<file path="config.mk">
export PLATFORM = sky130hd
export DESIGN_NAME = sram_like_arbiter
export DESIGN_NICKNAME = d
export VERILOG_FILES = /design/src/rtl/sram_like_arbiter.sv
export SDC_FILE = /design/constraint.sdc
export NUM_CORES = 1
export LEC_CHECK = 0
export BUFFER_PORTS_ARGS = -buffer_cell sky130_fd_sc_hd__buf_4
export CAP_MARGIN = 25
export CELL_PAD_IN_SITES_DETAIL_PLACEMENT = 1
export CELL_PAD_IN_SITES_GLOBAL_PLACEMENT = 2
export CORE_ASPECT_RATIO = 1.5
export CORE_MARGIN = 2
export CORE_UTILIZATION = 25
export DETAILED_ROUTE_END_ITERATION = 7
export GPL_ROUTABILITY_DRIVEN = 0
export HOLD_SLACK_MARGIN = 0.02
export PLACE_DENSITY_LB_ADDON = 0.05
export SYNTH_ARGS = -nofsm -noshare
export SYNTH_HDL_FRONTEND = slang
export SYNTH_SLANG_ARGS = --single-unit
</file>
<file path="constraint.sdc">
create_clock -name clk -period 3 [get_ports clk]
set_input_delay 0.45 -clock clk [delete_from_list [all_inputs] [get_ports clk]]
set_output_delay 0.45 -clock clk [all_outputs]
set_load 0.1 [all_outputs]
</file>
<file path="src/rtl/sram_like_arbiter.sv">
// sram_like_arbiter: shares one downstream sram-like master port between the
// core's instruction-fetch and data-access sram-like ports.
//
// Ports:
//   clk, resetn                       clock, async active-low reset
//   inst_* (req/wr/size/addr/wdata)   instruction-side request inputs
//   inst_addr_ok/data_ok/rdata        instruction-side responses
//   data_*                            data-side, same shape as inst_*
//   m_req/wr/size/addr/wdata          downstream request (from latched copy)
//   m_addr_ok/data_ok/rdata           downstream handshakes and read data
//   busy                              a transaction is in flight
//   owner                             owner of current/last txn (1 = data)
//
// One transaction at a time: the winner is latched in IDLE, so requesters
// may drop req right after addr_ok; data_ok is routed only to the owner.

module sram_like_arbiter #(
    parameter bit DATA_PRIORITY = 1'b1
) (
    input  logic        clk,
    input  logic        resetn,

    input  logic        inst_req,
    input  logic        inst_wr,
    input  logic [1:0]  inst_size,
    input  logic [31:0] inst_addr,
    input  logic [31:0] inst_wdata,
    output logic        inst_addr_ok,
    output logic        inst_data_ok,
    output logic [31:0] inst_rdata,

    input  logic        data_req,
    input  logic        data_wr,
    input  logic [1:0]  data_size,
    input  logic [31:0] data_addr,
    input  logic [31:0] data_wdata,
    output logic        data_addr_ok,
    output logic        data_data_ok,
    output logic [31:0] data_rdata,

    output logic        m_req,
    output logic        m_wr,
    output logic [1:0]  m_size,
    output logic [31:0] m_addr,
    output logic [31:0] m_wdata,
    input  logic        m_addr_ok,
    input  logic        m_data_ok,
    input  logic [31:0] m_rdata,

    output logic        busy,
    output logic        owner
);

    typedef enum logic [1:0] {
        IDLE,
        REQ,
        WAIT
    } state_t;

    state_t      state;
    state_t      state_nxt;

    logic        wr_q;
    logic [1:0]  size_q;
    logic [31:0] addr_q;
    logic [31:0] wdata_q;
    logic        owner_q;
    logic        last_win_q;

    logic        tie;
    logic        pick_data;
    logic        grant;
    logic        done;

    // On a tie in round-robin mode the side that did not win last time wins.
    always_comb begin
        tie = inst_req & data_req;
        if (DATA_PRIORITY)
            pick_data = data_req;
        else if (tie)
            pick_data = ~last_win_q;
        else
            pick_data = data_req;
    end

    always_comb begin
        state_nxt    = state;
        grant        = 1'b0;
        done         = 1'b0;
        inst_addr_ok = 1'b0;
        data_addr_ok = 1'b0;
        inst_data_ok = 1'b0;
        data_data_ok = 1'b0;
        m_req        = 1'b0;
        busy         = 1'b1;
        unique case (state)
            IDLE: begin
                busy         = 1'b0;
                grant        = inst_req | data_req;
                inst_addr_ok = grant & ~pick_data;
                data_addr_ok = grant & pick_data;
                if (grant)
                    state_nxt = REQ;
            end
            REQ: begin
                m_req = 1'b1;
                if (m_addr_ok)
                    state_nxt = WAIT;
            end
            WAIT: begin
                done         = m_data_ok;
                inst_data_ok = done & ~owner_q;
                data_data_ok = done & owner_q;
                if (done)
                    state_nxt = IDLE;
            end
            default: begin
                state_nxt = IDLE;
            end
        endcase
    end

    always_ff @(posedge clk or negedge resetn) begin
        if (!resetn) begin
            state      <= IDLE;
            wr_q       <= 1'b0;
            size_q     <= 2'd0;
            addr_q     <= 32'd0;
            wdata_q    <= 32'd0;
            owner_q    <= 1'b0;
            last_win_q <= 1'b0;
        end else begin
            state <= state_nxt;
            if (grant) begin
                owner_q <= pick_data;
                wr_q    <= pick_data ? data_wr    : inst_wr;
                size_q  <= pick_data ? data_size  : inst_size;
                addr_q  <= pick_data ? data_addr  : inst_addr;
                wdata_q <= pick_data ? data_wdata : inst_wdata;
                if (!DATA_PRIORITY && tie)
                    last_win_q <= pick_data;
            end
        end
    end

    assign m_wr       = wr_q;
    assign m_size     = size_q;
    assign m_addr     = addr_q;
    assign m_wdata    = wdata_q;
    assign owner      = owner_q;
    assign inst_rdata = m_rdata;
    assign data_rdata = m_rdata;

endmodule

</file>
=== Word-level counts from Yosys, hierarchy flattened ===
Index checks and enable logic that the tools add are counted.

* Register bits after elaboration: 70
* Output and inout bits: 138
* Input bits: 172
* Word-level logic and storage cells: 35

* Bitwise operators: 7
* Equality and inequality tests: 5
* Mux-type cells: 15
* Reductions and logical operators: 2

{| class="wikitable"
|+ Operators by type and width
! cell !! number
|-
| $mux 32 || 2
|-
| $mux 1 || 8
|-
| $mux 2 || 4
|-
| $ne 2x2->1 const B || 3
|-
| $pmux 2 s3 || 1
|-
| $and 1x1->1 || 4
|-
| $reduce_and 3->1 || 1
|-
| $eq 2x1->1 const B || 1
|-
| $eq 2x2->1 const B || 1
|-
| $logic_not 2->1 || 1
|-
| $not 1->1 || 2
|-
| $or 1x1->1 || 1
|}

=== Longest topological paths before layout ===
Gate-level depths: netlist (run 1).

* Word-level depth: 3
* Depth in mapped cells: 5
* Gate-level depth less buffers: 3

=== Worst setup path after synthesis (run 1) ===
No wires, ideal clock.

* Kind: register to output
* From: reg owner_q, in the netlist owner
* To: out inst_data_ok
* Setup slack: 386 ps
* Cell stages (with the launch flop): 2
* Required time: 2550 ps
* Arrival: 2164 ps
* Cell sequence: dfrtp_1 -> nor2_1

* Cells in the longest elaborated chain, start to end: 3

{| class="wikitable"
|+ Ends and longest elaborated chain
! element !! line !! source
|-
| from (decl) || 67 || <nowiki>logic owner_q;</nowiki>
|-
| from (signal assigned) || 135 || <nowiki>owner_q <= pick_data;</nowiki>
|-
| $not 1->1 || 112 || <nowiki>inst_data_ok = done & ~owner_q;</nowiki>
|-
| $and 1x1->1 || 112 ||
|-
| $mux 1 || 96 || <nowiki>unique case (state)</nowiki>
|-
| to (decl) || 29 || <nowiki>output logic inst_data_ok,</nowiki>
|}

Every way passes these cells.

=== Worst setup path after layout (run 1) ===
* From: reg state[1]
* To: out inst_addr_ok

* Cells in the longest elaborated chain, start to end: 2

{| class="wikitable"
|+ Ends and longest elaborated chain
! element !! line !! source
|-
| from (decl) || 60 || <nowiki>state_t state;</nowiki>
|-
| from (signal assigned) || 133 || <nowiki>state <= state_nxt;</nowiki>
|-
| $logic_not 2->1 || 96 ||
|-
| $mux 1 || 96 ||
|-
| to (decl) || 28 || <nowiki>output logic inst_addr_ok,</nowiki>
|}

Every way passes these cells.

==> impl_metrics.xml, run 1 <==
<?xml version="1.0" encoding="UTF-8"?>
<metrics>
  <group name="yosys">
    <metric name="synth_area_leaders" unit="">dfrtp_1 43%, mux2_2 30%, buf_4 13%</metric>
    <metric name="netlist.area_leader.share" unit="%">43.1</metric>
    <metric name="ys_ff_latch" unit="">70</metric>
    <metric name="post-synth-top-area-cell" unit="">dfrtp_1</metric>
    <metric name="synth_seq_area_share" unit="%">43.1</metric>
    <metric name="count_of_mapped_cells_out_of_synthesis" unit="">299</metric>
    <metric name="ys.warnings.count" unit="">0</metric>
    <metric name="yosys.cell_types.count" unit="">16</metric>
    <metric name="async_reset_ff_share" unit="%">100</metric>
    <metric name="synthesis.nets" unit="">471</metric>
    <metric name="synth_edf_count" unit="">0</metric>
    <metric name="synth.avg_cell_area" unit="sq um">13.6</metric>
    <metric name="synthesis.area" unit="sq um">4070</metric>
    <metric name="ys_dominant_reg_cell" unit="">dfrtp_1</metric>
    <metric name="netlist_top_cells_count" unit="">107 x mux2_2, 70 x dfrtp_1, 68 x buf_4</metric>
    <metric name="yosys.cell_count.top_type" unit="">mux2_2</metric>
  </group>
  <group name="cells_and_area">
    <metric name="drive_above_1_share" unit="%">81.1</metric>
    <metric name="n_fill_cell" unit="">1784</metric>
    <metric name="flow.area_growth_from_synthesis" unit="%">39.6</metric>
    <metric name="final_core_utilization" unit="%">35.4</metric>
    <metric name="finish.net_count" unit="">621</metric>
    <metric name="n_antenna_cell" unit="">0</metric>
    <metric name="post_route_design_area" unit="sq um">5680</metric>
  </group>
  <group name="worst_setup_path">
    <metric name="endpoint_kind" unit="">output port</metric>
    <metric name="worst-setup-path-type" unit="">flip-flop to output port</metric>
    <metric name="timing.critical_path.from_type" unit="">flip-flop</metric>
    <metric name="cp.arrival" unit="ps">1500</metric>
    <metric name="timing.critical_path.fanout_max" unit="">4</metric>
    <metric name="critPathRequiredTime" unit="ps">2550</metric>
  </group>
  <group name="grt">
    <metric name="grt_first_pass_wirelength" unit="um">17100</metric>
    <metric name="antenna_found_initial" unit="">0</metric>
    <metric name="via_count_of_the_first_global_routing_pass" unit="">3094</metric>
    <metric name="final_global_route_overflow_total" unit="">0</metric>
    <metric name="grt_start_max_net_pins" unit="">71</metric>
    <metric name="gr-usage-all-layers" unit="%">13.2</metric>
  </group>
  <group name="clock_tree">
    <metric name="cts_buffer_depth" unit="">2</metric>
    <metric name="cts.hold.buffers_added" unit="">0</metric>
    <metric name="clock_tree.htree_level_count" unit="">3</metric>
    <metric name="cts_root_buf" unit="">clkbuf_16</metric>
    <metric name="cts-buffers-inserted" unit="">9</metric>
    <metric name="clock_net_sink_count" unit="">70</metric>
    <metric name="tritoncts" unit="">done</metric>
    <metric name="clk_pin_slew_worst_paths" unit="ps">60</metric>
    <metric name="cts_resized" unit="">0</metric>
    <metric name="clk_latency" unit="ps">330</metric>
    <metric name="post-cts-setup-buffer-count" unit="">0</metric>
  </group>
  <group name="routing">
    <metric name="detailedRoute.firstIterationViolations" unit="">52</metric>
    <metric name="routed-via-count" unit="">2747</metric>
    <metric name="routed_via_density" unit="">4.16</metric>
    <metric name="drt_pre_antenna_iters" unit="">3</metric>
    <metric name="drt-total-wl" unit="um">11500</metric>
    <metric name="routed_wire_length_per_instance" unit="um">17.4</metric>
    <metric name="remaining_drc_errors" unit="">0</metric>
    <metric name="final_ant_viol_nets" unit="">0</metric>
  </group>
  <group name="sta">
    <metric name="finalHoldViolations" unit="">0</metric>
    <metric name="max_slew_margin_vs_limit" unit="%">39.3</metric>
    <metric name="finalCriticalPeriod" unit="ps">1950</metric>
    <metric name="final_sum_of_negative_setup_slack" unit="ps">0</metric>
    <metric name="setup-violations-final" unit="">0</metric>
    <metric name="finalMaxSlewViolations" unit="">0</metric>
    <metric name="rsz0062_at_grt" unit="">no</metric>
    <metric name="clock-skew-final" unit="ps">9.02</metric>
    <metric name="setup_slack" unit="ps">1050</metric>
    <metric name="final.period_utilization" unit="%">64.8</metric>
    <metric name="tightestPinTransition" unit="ps">911</metric>
    <metric name="fmax" unit="MHz">514</metric>
  </group>
  <group name="placed_design">
    <metric name="placed_instance_area" unit="sq um">5380</metric>
    <metric name="pre_cts_ws" unit="ps">916</metric>
    <metric name="io_buffer_count" unit="">213</metric>
    <metric name="place_hpwl" unit="um">8990</metric>
  </group>
  <group name="floorplanning">
    <metric name="std_cell_rows" unit="">57</metric>
    <metric name="floorplan.core_area" unit="sq um">16000</metric>
    <metric name="die_height" unit="um">160</metric>
    <metric name="die-width" unit="um">108</metric>
    <metric name="floorplan.initialDensity" unit="%">25.3</metric>
    <metric name="design.portCount" unit="">310</metric>
    <metric name="total_die_area" unit="sq um">17300</metric>
  </group>
  <group name="run">
    <metric name="max_cap_violations" unit="">0</metric>
  </group>
  <group name="hold_path">
    <metric name="min-delay-path-class" unit="">input port to async pin</metric>
  </group>
  <group name="outcome">
    <metric name="status" unit="">finished, final reports clean</metric>
  </group>
</metrics>
==> flip-flops by register name, indices dropped and copies added, names as in the netlist <==
register	cells
m_addr	32
m_size	2
m_wdata	32
m_wr	1
owner	1
state	2
==> through the flow <==
stage | hold slack (ps) | instances
2_1_floorplan | 154 | 299
3_3_place_gp | 492 | 644
3_5_place_dp | 497 | 644
4_1_cts | 311 | 660
5_1_grt | 341 | 660
6_report | 258 | 660
==> cells by family (layout without fill, tap and decap cells) <==
logic type	Yosys count	after routing	share of synthesized area (%)
simple gates	9	9	1.08
mux	134	134	39.6
flops	70	70	43.1
buf+inv	82	237	15.3
compound gates	4	4	0.954
==> per-layer routing <==
layer,wire length (um),up-vias,track usage (%)
met1,3510,1328,12.5
met4,286,0,5.30
met2,6660,115,25.4
li1,-,1270,-
met3,1010,34,4.12
met5,0,-,0
==> cells in the final DEF (no fill, tap or decap), drive strengths merged <==
master	instances
and3	1
inv	3
mux2	134
o21a	1
a22o	1
clkinvlp	2
clkbuf	11
dfrtp	70
buf	218
and2	1
a21o	2
nor2b	2
nand2	2
bufinv	1
clkinv	2
nor2	3
==> critical path: stages, from the launching register on <==
cell     delay (ps)
dfrtp_1         390
nor2_1          250
nand2_1         120
nor2_1          110
buf_4           300
==> cell type report <==
type | count | area, sq um | share of cell area, %
inverters | 3 | 11.3 | 0.198
clock buffers | 11 | 243 | 4.28
clock inverters | 5 | 58.8 | 1.04
repair buffers | 218 | 1660 | 29.3
multi-input cells | 147 | 1690 | 29.8
flip-flops and latches | 70 | 1750 | 30.9
well taps | 206 | 258 | 4.54
==> worst paths after layout <==
path | startpoint | slack [ps] | endpoint | depth (start not counted)
setup / recovery | state[1]$_DFFE_PN0P_ | 1050 | inst_addr_ok | 4
hold / removal | resetn | 260 | m_wdata[9]$_DFFE_PN0P_ | 1
setup reg to reg | state[1]$_DFFE_PN0P_ | 1140 | m_wdata[13]$_DFFE_PN0P_ | 4
hold reg to reg | m_wdata[16]$_DFFE_PN0P_ | 510 | m_wdata[16]$_DFFE_PN0P_ | 1
max in group asynchronous | resetn | 2150 | owner$_DFFE_PN0P_ | 1
min in group clk | m_addr_ok | 360 | state[1]$_DFFE_PN0P_ | 2
Power of run 1 is not shown: default switching activity piles up to over one toggle a cycle in this logic, so the estimate is an artifact.
==> inputs of run 2 (changes only) <==
- CORE_UTILIZATION: 25 -> 21
- clock period: 3 -> 1.7 ns (I/O delays scaled with it)
==> impl_metrics.xml, run 2 (synthesis gave the netlist of run 1 again) <==
<?xml version="1.0" encoding="UTF-8"?>
<metrics>
  <group name="outcome">
    <metric name="status" unit="">finished, final reports clean</metric>
  </group>
  <group name="cells_and_area">
    <metric name="mostFrequentLayoutCell" unit="">buf_4</metric>
    <metric name="finish.net_count" unit="">630</metric>
    <metric name="n_antenna_cell" unit="">0</metric>
    <metric name="highest_count_cells_in_the_layout_ignoring_fill_and_taps" unit="">214 x buf_4, 107 x mux2_2, 69 x dfrtp_1, 27 x mux2_4</metric>
    <metric name="post_route_design_area" unit="sq um">5970</metric>
    <metric name="flow.area_growth_from_synthesis" unit="%">46.8</metric>
    <metric name="drive_above_1_share" unit="%">83.4</metric>
  </group>
  <group name="clock_tree">
    <metric name="tritoncts" unit="">done</metric>
    <metric name="clk_latency" unit="ps">330</metric>
    <metric name="cts_buffer_depth" unit="">2</metric>
    <metric name="clk_pin_slew_worst_paths" unit="ps">60</metric>
    <metric name="cts-buffers-inserted" unit="">9</metric>
    <metric name="clock_net_sink_count" unit="">70</metric>
    <metric name="clock_tree.htree_level_count" unit="">3</metric>
    <metric name="cts_root_buf" unit="">clkbuf_16</metric>
  </group>
  <group name="worst_setup_path">
    <metric name="worstRegToRegCells" unit="">5</metric>
    <metric name="r2r-end" unit="">m_addr[18]$_DFFE_PN0P_</metric>
    <metric name="cp.arrival" unit="ps">1370</metric>
    <metric name="critPathRequiredTime" unit="ps">1440</metric>
    <metric name="timing.critical_path.fanout_max" unit="">3</metric>
    <metric name="worst-setup-path-type" unit="">flip-flop to output port</metric>
    <metric name="cp_slowest_cell" unit="">dfrtp_1</metric>
    <metric name="max_stage_delay" unit="ps">410</metric>
    <metric name="endpoint_kind" unit="">output port</metric>
    <metric name="r2r_setup_slack" unit="ps">110</metric>
    <metric name="rr_startpoint" unit="">state[1]$_DFFE_PN0P_</metric>
    <metric name="crit_chain" unit="">nor2b_2, and3_2, buf_8</metric>
    <metric name="timing.critical_path.from_type" unit="">flip-flop</metric>
  </group>
  <group name="sta">
    <metric name="final.period_utilization" unit="%">95.9</metric>
    <metric name="tightestPinTransition" unit="ps">301</metric>
    <metric name="finalMaxSlewViolations" unit="">0</metric>
    <metric name="fmax" unit="MHz">614</metric>
    <metric name="rsz0062_at_grt" unit="">no</metric>
    <metric name="finalHoldViolations" unit="">0</metric>
    <metric name="max_slew_margin_vs_limit" unit="%">79.9</metric>
    <metric name="clock-skew-final" unit="ps">6.80</metric>
    <metric name="setup-violations-final" unit="">0</metric>
    <metric name="finalCriticalPeriod" unit="ps">1630</metric>
  </group>
  <group name="grt">
    <metric name="grt_first_pass_wirelength" unit="um">17800</metric>
    <metric name="grt_start_max_net_pins" unit="">37</metric>
    <metric name="gr-usage-all-layers" unit="%">11.3</metric>
    <metric name="via_count_of_the_first_global_routing_pass" unit="">3221</metric>
    <metric name="antenna_found_initial" unit="">0</metric>
    <metric name="final_global_route_overflow_total" unit="">0</metric>
  </group>
  <group name="hold_path">
    <metric name="holdCritStartpoint" unit="">m_addr_ok</metric>
    <metric name="timing.hold.worst_endpoint" unit="">state[1]$_DFFE_PN0P_</metric>
    <metric name="min-delay-path-class" unit="">input port to flip-flop</metric>
    <metric name="min_path_cells" unit="">2</metric>
  </group>
  <group name="routing">
    <metric name="final_ant_viol_nets" unit="">0</metric>
    <metric name="routed_wire_length_per_instance" unit="um">16.4</metric>
    <metric name="detailedRoute.firstIterationViolations" unit="">14</metric>
    <metric name="routed_via_density" unit="">3.93</metric>
    <metric name="routed-via-count" unit="">2824</metric>
    <metric name="remaining_drc_errors" unit="">0</metric>
    <metric name="drt-total-wl" unit="um">11800</metric>
    <metric name="drt_pre_antenna_iters" unit="">3</metric>
  </group>
  <group name="floorplanning">
    <metric name="std_cell_rows" unit="">62</metric>
    <metric name="die_height" unit="um">174</metric>
    <metric name="die-width" unit="um">118</metric>
    <metric name="floorplan.initialDensity" unit="%">21.3</metric>
    <metric name="total_die_area" unit="sq um">20500</metric>
    <metric name="floorplan.core_area" unit="sq um">19100</metric>
    <metric name="design.portCount" unit="">310</metric>
  </group>
  <group name="placed_design">
    <metric name="place_hpwl" unit="um">9600</metric>
    <metric name="io_buffer_count" unit="">213</metric>
    <metric name="placed_instance_area" unit="sq um">5560</metric>
  </group>
  <group name="run">
    <metric name="max_cap_violations" unit="">0</metric>
  </group>
</metrics>
==> run 2: cell types whose count changed in the layout (fill, tap and decap cells not counted), sizes merged <==
cell and delta:
buf +8, bufinv +1, dlygate4sd3 +1, clkbuf -1
==> run 2: how the worst max path moves through the flow <==
stage                               from                      end
global route        state[1]$_DFFE_PN0P_             inst_data_ok
floorplan              owner$_DFFE_PN0P_             inst_data_ok
finish              state[1]$_DFFE_PN0P_             data_data_ok
CTS                 state[0]$_DFFE_PN0P_             inst_addr_ok
global placement    state[1]$_DFFE_PN0P_  m_wdata[10]$_DFFE_PN0P_
detailed placement  state[1]$_DFFE_PN0P_   m_addr[17]$_DFFE_PN0P_
==> run 2: what timing repair did <==
| action | in CTS | in global routing |
|---|---|---|
| hold endpoints to repair | 19 | 0 |
| cloned | 0 | 0 |
| hold buffers | 1 | 0 |
| resized for setup | 9 | 7 |
| buffers inserted | 0 | 2 |
| setup endpoints to repair | 3 | 4 |
| pin swaps | 1 | 2 |
==> run 2: final cells by class <==
type,count,area [sq um]
Fill cell,2144,13100
Timing Repair Buffer,227,1830
Sequential cell,70,1750
Multi-Input combinational cell,147,1730
Tap cell,256,320
Clock buffer,10,239
Clock inverter,6,85.1
Inverter,3,11.3
==> run 2: through the flow <==
step	setup TNS [ps]	worst slack (ps)	instances	utilization [%]	hold slack, ps
2_1_floorplan	-38.0	-38.0	299	-	-40.6
3_3_place_gp	0	162	700	29.1	174
3_5_place_dp	0	125	700	29.1	171
4_1_cts	0	2.01	717	31.1	151
5_1_grt	0	1.73	719	31.3	166
6_report	0	70.2	719	31.3	164
==> run 2: routing by layer <==
layer  up-vias  wire length [um]  track usage, %
met5         -                 0               0
met4         0               318            5.02
met3        36              1030            4.33
met2       140              6650            21.3
met1      1360              3770            10.6
li1       1288                 -               -
==> run 2: worst max-delay path: cells and delay by family, from the launching register on <==
family                 cells  cell delay (ps)
buffers and inverters      1              200
DFF                        1              410
and+or+nand+nor            2              440
Power of run 2 is left out for the same reason.
